==> src/rtl/mult_pkg.sv <==
// mult_pkg: shared constants, FSM state type and counter increment for the sequential multiplier
package mult_pkg;
  localparam int MULT_W = 8;
  localparam int CNT_W = 3;
  localparam int MULT_ITERS = 8;
  typedef enum logic [1:0] {IDLE, RUN, DONE} state_t;
  function automatic logic [CNT_W-1:0] cnt_inc(input logic [CNT_W-1:0] c);
    return {c[2] ^ (c[1] & c[0]), c[1] ^ c[0], ~c[0]};
  endfunction
endpackage

==> src/rtl/conditional_sum_adder.sv <==
// conditional_sum_adder: 8-bit combinational conditional-sum adder merging precomputed cin=0/1 blocks
module conditional_sum_adder (
  input  logic [7:0] x,
  input  logic [7:0] y,
  input  logic       cin,
  output logic       cout,
  output logic [7:0] correctSum
);
  logic [7:0] s0, s1, c0, c1, n0, n1, k0, k1;
  logic [2:0] bi, lo, hi;
  always_comb begin
    s0 = x ^ y;
    s1 = ~(x ^ y);
    c0 = x & y;
    c1 = x | y;
    n0 = '0;
    n1 = '0;
    k0 = '0;
    k1 = '0;
    bi = '0;
    lo = '0;
    hi = '0;
    for (int l = 0; l < 3; l++) begin
      n0 = s0;
      n1 = s1;
      k0 = c0;
      k1 = c1;
      for (int i = 0; i < 8; i++) begin
        bi = 3'(i);
        lo = bi & ~(3'd1 << l);
        hi = bi | (3'd1 << l);
        n0[bi] = (bi != lo) ? (c0[lo] ? s1[bi] : s0[bi]) : s0[bi];
        n1[bi] = (bi != lo) ? (c1[lo] ? s1[bi] : s0[bi]) : s1[bi];
        k0[bi] = c0[lo] ? c1[hi] : c0[hi];
        k1[bi] = c1[lo] ? c1[hi] : c0[hi];
      end
      s0 = n0;
      s1 = n1;
      c0 = k0;
      c1 = k1;
    end
    correctSum = cin ? s1 : s0;
    cout = cin ? c1[7] : c0[7];
  end
endmodule

==> src/rtl/seq_mult8_csa.sv <==
// seq_mult8_csa: 8x8 unsigned shift-and-add multiplier iterating once per cycle through conditional_sum_adder
module seq_mult8_csa
  import mult_pkg::*;
(
  input  logic                clk,
  input  logic                rst_n,
  input  logic                start,
  input  logic [MULT_W-1:0]   a,
  input  logic [MULT_W-1:0]   b,
  output logic                busy,
  output logic                done,
  output logic [2*MULT_W-1:0] product
);
  state_t state, state_n;
  logic [MULT_W-1:0] mcand, acc_hi, acc_lo, sum;
  logic [CNT_W-1:0] cnt;
  logic cout, last;
  logic [2*MULT_W-1:0] nxt;
  assign last = cnt == CNT_W'(MULT_ITERS - 1);
  assign nxt = {cout, sum, acc_lo[MULT_W-1:1]};
  conditional_sum_adder u_csa (
    .x(acc_hi),
    .y(acc_lo[0] ? mcand : '0),
    .cin(1'b0),
    .cout(cout),
    .correctSum(sum)
  );
  always_ff @(posedge clk) state <= !rst_n ? IDLE : state_n;
  always_comb begin
    state_n = state == IDLE ? (start ? RUN : IDLE) : state == RUN ? (last ? DONE : RUN) : IDLE;
    busy = state != IDLE;
    done = state == DONE;
  end
  always_ff @(posedge clk) begin
    if (!rst_n) begin
      mcand <= '0;
      acc_hi <= '0;
      acc_lo <= '0;
      cnt <= '0;
      product <= '0;
    end else if (state == IDLE && start) begin
      mcand <= a;
      acc_hi <= '0;
      acc_lo <= b;
      cnt <= '0;
    end else if (state == RUN) begin
      {acc_hi, acc_lo} <= nxt;
      cnt <= cnt_inc(cnt);
      if (last) product <= nxt;
    end
  end
endmodule

==> config.mk <==
export PLATFORM = sky130hd
export DESIGN_NAME = seq_mult8_csa
export DESIGN_NICKNAME = d
export VERILOG_FILES = /design/src/rtl/mult_pkg.sv /design/src/rtl/conditional_sum_adder.sv /design/src/rtl/seq_mult8_csa.sv
export SDC_FILE = /design/constraint.sdc
export NUM_CORES = 1
export LEC_CHECK = 0
export CAP_MARGIN = 10
export CORE_MARGIN = 2
export CORE_UTILIZATION = 52
export DETAILED_ROUTE_END_ITERATION = 10
export GPL_ROUTABILITY_DRIVEN = 0
export HOLD_SLACK_MARGIN = 0.02
export PLACE_DENSITY = 0.79
export SKIP_CTS_REPAIR_TIMING = 1
export SYNTH_ARGS = -nofsm -noshare
export SYNTH_HDL_FRONTEND = slang
export SYNTH_SLANG_ARGS = --single-unit
==> constraint.sdc <==
create_clock -name clk -period 2.7 [get_ports clk]
set_clock_uncertainty 0.15 [all_clocks]
set_input_delay 0.81 -clock clk [delete_from_list [all_inputs] [get_ports clk]]
set_output_delay 0.81 -clock clk [all_outputs]
set_load 0.005 [all_outputs]
==> impl_metrics.yaml, run 1 <==
status:
  outcome: "finished, final reports clean"
yosys:
  yosysTopAreaCell: "dfxtp_1"
  yosysWarnings: 0
  async_flop_share_pct: 0
  syn_nets: 305
  ys_seq_elements: 45
  synth_common_cells: "59 x nand2_1, 45 x dfxtp_1, 36 x a21oi_1"
  yosysSeqAreaShare_pct: 41.7
  synth_ff_type: "dfxtp_1"
  synth.top_cells.by_area: "dfxtp_1 42%, nand2_1 10%, ha_1 9.9%, a21oi_1 8.3%, nor2_1 3.8%"
  syn_inst: 269
  avgSynthCellArea_sq_um: 8.02
  synth_most_common_cell: "nand2_1"
  ys_types: 30
  synth_edf_count: 0
  yosysTopAreaCellShare_pct: 41.7
  syn_area_sq_mm: 0.00216
power_and_ir_drop:
  swShare_pct: 24.8
  internal_power_mw: 0.956
  p_sw_mw: 0.315
  peakVddDrop_v: 0.000370
  sequentialPowerShare_pct: 55.4
  p_clk_share_pct: 33.2
  comb_power_share_pct: 11.4
  p_leak_nw: 1.06
  powerDensity_mw_per_mm2: 475
worst_setup_path:
  cp.arrival_ps: 2510
  start_kind: "register"
  crit_type: "register to register"
  worstPathRequired_ps: 2780
  path_max_fanout: 9
  end_kind: "register"
sta:
  finalSetupViolCount: 0
  fmax_mhz: 411
  rsz0062_at_grt: "no"
  tightest_slew_ps: 547
  maxSlewViolCount: 0
  finalCriticalPeriod_ps: 2440
  relSlewSlack_pct: 63.4
  hold_viol: 0
  fin_setup_tns_ps: 0
  timing.final.crit_share_pct: 90.2
place:
  dp_hpwl_mm: 3.37
  io_buffers: 36
global_routing:
  grt_pass1_wl_mm: 7.76
  grt_pass1_vias: 1756
  track_usage_pct: 22.4
  antenna_found_initial: 0
  grt_max_degree: 33
  grt_overflow: 0
floorplanning:
  ios: 37
  die_h_microns: 68.4
  initial_core_util_pct: 54.0
  die-area_sq_mm: 0.00468
  coreArea_sq_mm: 0.00400
  fp-row-count: 23
  die_w_microns: 68.4
detailed_routing:
  drt-initial-drc-count: 89
  first_pass_iters: 4
  wl_per_cell_microns: 12.8
  ant_nets: 0
  vias: 1884
  drt-total-wl_mm: 4.55
  post-route-drc-count: 0
  viasPerCell: 5.29
layout:
  antennaDiodeCount: 0
  num-nets-final: 342
  area_delta_synth_final_pct: 24.0
  utilization_pct: 66.9
  drive_above_1_share_pct: 6.86
  fillers: 341
clock_tree:
  cts_tree: "built"
  clk_latency_ps: 300
  path_clk_slew_ps: 80
  cts-htree-levels: 2
  clockBufferDepth: 2
  cts.root.buffer_cell: "clkbuf_8"
  numCtsBuffers: 5
  clock-sinks: 45
run:
  maxCapViolCount: 0
min_path:
  hold_path_class: "register to register"
==> routing by layer <==
metal	share of wire, %	wire length, microns	GRT usage, %	up-vias
met1	49	2210	30.1	862
met5	0	0	0	-
met4	1.4	63	7.75	0
li1	-	-	-	975
met2	45	2060	34.7	41
met3	4.8	219	5.43	6
==> power groups by stage <==
stage / Clock (mW) / Sequential (mW) / Combinational (mW)
floorplan: 0 / 0.714 / 0.0905
global route: 0.457 / 0.708 / 0.163
global placement: 0 / 0.719 / 0.141
finish: 0.422 / 0.704 / 0.145
CTS: 0.430 / 0.704 / 0.145
detailed placement: 0 / 0.720 / 0.144
==> worst max-delay path, stage by stage (launching register included) <==
cell	delay [ps]
dfxtp_1	460
and2_1	170
ha_1	310
nor2_2	100
a2111o_1	430
a211oi_2	330
or3_1	180
nand3_1	80
a21oi_1	160
==> final cells by class <==
class / count / area [sq um] / share of cell area (%)
Sequential cell: 45 / 901 / 33.7
Clock inverter: 1 / 7.51 / 0.281
Multi-Input combinational cell: 194 / 1150 / 42.8
Timing Repair Buffer: 43 / 413 / 15.4
Tap cell: 50 / 62.6 / 2.34
Clock buffer: 6 / 82.6 / 3.09
Inverter: 17 / 63.8 / 2.38
==> final timing paths <==
kind                            startpoint    endpoint  slack, ps  cells after the start
worst max-delay path             acc_lo[0]   acc_hi[6]        260                      8
worst min-delay path            product[4]  product[4]        310                      2
worst max register to register   acc_lo[0]   acc_hi[6]        260                      8
worst min register to register  product[4]  product[4]        310                      2
==> sequential cells by signal (all words and copies together) (netlist names) <==
name     count
acc_lo       8
acc_hi       8
product     16
state        2
mcand        8
cnt          3
==> layout by cell type (no fill, tap or decap), types with 2 or more instances in the layout <==
| master | count |
|---|---|
| nor3_1 | 2 |
| nand3_1 | 4 |
| nor2_1 | 22 |
| o21ai_0 | 5 |
| ha_1 | 17 |
| nor2_2 | 2 |
| a211oi_2 | 2 |
| clkdlybuf4s50_1 | 36 |
| a211oi_1 | 9 |
| dfxtp_1 | 45 |
| or3_1 | 2 |
| a22oi_1 | 8 |
| clkbuf_8 | 6 |
| inv_1 | 17 |
| xnor2_1 | 7 |
| buf_4 | 7 |
| a21oi_1 | 36 |
| nand2_1 | 59 |
| nor2b_1 | 4 |
| and2_1 | 4 |
==> cell families (layout without fill, tap and decap cells) <==
group	count (synthesis)	in the layout	share of synthesized area [%]
simple gates	104	104	20.5
flops	45	45	41.7
buf+inv	30	67	5.27
xor+xnor	7	7	2.84
mux	1	1	0.464
compound gates	65	65	19.3
fa+ha+maj	17	17	9.85
==> per-stage QoR <==
stage	setup slack, ps	total power [mW]	cells	cell area [sq um]	hold WS, ps
6_report	265	1.27	356	2680	307
5_1_grt	52.9	1.33	356	2680	329
4_1_cts	279	1.28	356	2680	308
3_5_place_dp	323	0.864	349	2590	297
3_3_place_gp	376	0.860	349	2590	295
2_1_floorplan	390	0.804	269	2160	282
(Power assumes the default switching activity.)
==> run 2, diff against run 1 <==
- clock period: 2.7 -> 2.3 ns (I/O delays scaled with it)
==> run 2 against run 1 <==
Against the previous run:
- largest cell class unchanged
- die area unchanged
- final cell count increased by 1.7%
- clock power grew 46%
- maximum frequency is 3.1% higher
- register-to-register slack lost 330 ps
- power grew 29%
- count of clock-buffer cells in the layout grew 1
- sequential power grew 18%
- the run now ends with setup timing left
- worst hold slack improved by 2.1 ps
- sequential share of layout area fell by 2.2 points
- routed wire length rose by 20%
==> impl_metrics.yaml, run 2 (same netlist as run 1, synthesis figures left out) <==
detailed_routing:
  first_pass_iters: 4
  drt-initial-drc-count: 162
  wl_per_cell_microns: 15.0
  post-route-drc-count: 0
  drt-total-wl_mm: 5.45
  vias: 1980
  viasPerCell: 5.47
  ant_nets: 0
layout:
  fillers: 322
  drive_above_1_share_pct: 13.8
  stdcell_count: 362
  largest_register_ffs: 16
  most-common-layout-cells: "58 x nand2_1, 44 x dfxtp_1, 36 x clkdlybuf4s50_1, 33 x a21oi_1, 22 x nor2_1"
  antennaDiodeCount: 0
  fin_area_sq_mm: 0.00287
  utilization_pct: 71.8
  layout_commonest_cell: "nand2_1"
  area_delta_synth_final_pct: 33.1
  num-nets-final: 347
  largest-register: "product"
floorplanning:
  die-area_sq_mm: 0.00468
  die_w_microns: 68.4
  fp-row-count: 23
  ios: 37
  coreArea_sq_mm: 0.00400
  die_h_microns: 68.4
  initial_core_util_pct: 54.0
sta:
  fmax_mhz: 423
  fin_ws_ps: -62.7
  relSlewSlack_pct: 63.9
  rsz0062_at_grt: "yes"
  finalSetupViolCount: 4
  fin_setup_tns_ps: -145
  hold_slack_ps: 309
  hold_viol: 0
  timing.final.crit_share_pct: 103
  maxSlewViolCount: 0
  finalCriticalPeriod_ps: 2360
  tightest_slew_ps: 540
worst_setup_path:
  crit_type: "register to register"
  path_buf_inv: 1
  rr_worst_depth: 9
  path_delay_family: "simple AND/OR/NAND/NOR gates"
  worstPathRequired_ps: 2320
  slowest_stage: "or3_4"
  path_cells: "buf_6, nand2_1, ha_1, and2_1, nor3_1, nor4b_4, or3_4, nand3_1, a21oi_1"
  r2r_slack_ps: -60
  r2r-end: "acc_hi[7]"
  cp.arrival_ps: 2380
  rr_startpoint: "acc_lo[0]"
  path_max_fanout: 5
  end_kind: "register"
  crit_path_max_incr_delay_ps: 420
  start_kind: "register"
global_routing:
  grt_max_degree: 28
  grt_overflow: 0
  use_met1_pct: 29.3
  use_met2_pct: 41.3
  grt_most_used_layer: "met2"
  grt_pass1_wl_mm: 8.27
  antenna_found_initial: 0
  grt_pass1_vias: 1889
  grtUsageMet3_pct: 4.61
  track_usage_pct: 23.9
place:
  dp_hpwl_mm: 3.63
  place_area_sq_mm: 0.00260
  dp.cells: 351
  io_buffers: 36
  place_ws_ps: 30.9
power_and_ir_drop:
  power_mw: 1.63
  peakVddDrop_v: 0.000405
  p_leak_nw: 1.12
  powerDensity_mw_per_mm2: 569
min_path:
  hold_start: "product[3]"
  hold_depth: 2
  holdPathEnd: "product[3]"
  hold_path_class: "register to register"
clock_tree:
  cts_tree: "built"
  cts-htree-levels: 2
  clock-sinks: 45
  clk_latency_ps: 300
  path_clk_slew_ps: 90
  cts.root.buffer_cell: "clkbuf_8"
  clockBufferDepth: 2
  numCtsBuffers: 5
status:
  violations: "setup timing"
  outcome: "complete, but fails checks"
run:
  maxCapViolCount: 0
[run 2: worst max-delay path by stage]
stage	from	to	slack, ps	cells after the start
4_1_cts	acc_lo[0]	acc_hi[6]	-200	9
2_1_floorplan	acc_lo[0]	acc_hi[7]	40	9
5_1_grt	acc_lo[0]	acc_hi[7]	-210	10
6_report	acc_lo[0]	acc_hi[7]	-60	9
3_5_place_dp	acc_lo[0]	acc_hi[6]	30	10
3_3_place_gp	acc_lo[0]	acc_hi[7]	130	8
[run 2: worst min-delay path: stages, from the launching register on]
cell and delay (ps):
dfxtp_1 310, nand2_1 50, a21oi_1 50
[run 2: metal layers]
layer	up-vias	routed length, microns
li1	979	-
met1	945	2300
met2	48	2870
met3	8	202
met4	0	82
met5	-	0
[run 2: layout make-up]
| class | instances | area (sq um) | area share (%) |
|---|---|---|---|
| well taps | 50 | 62.6 | 2.18 |
| clock buffers | 7 | 86.3 | 3.01 |
| inverters | 17 | 63.8 | 2.22 |
| repair buffers | 48 | 454 | 15.8 |
| clock inverters | 1 | 30.0 | 1.05 |
| flip-flops and latches | 45 | 905 | 31.5 |
| multi-input cells | 194 | 1270 | 44.3 |
[run 2: report_power, final]
part / internal, mW / switching, mW / total [mW] / leakage [nW]
sequential: 0.806 / 0.0222 / 0.828 / 0.367
clock: 0.354 / 0.264 / 0.618 / 0.0585
combinational: 0.0885 / 0.100 / 0.189 / 0.691
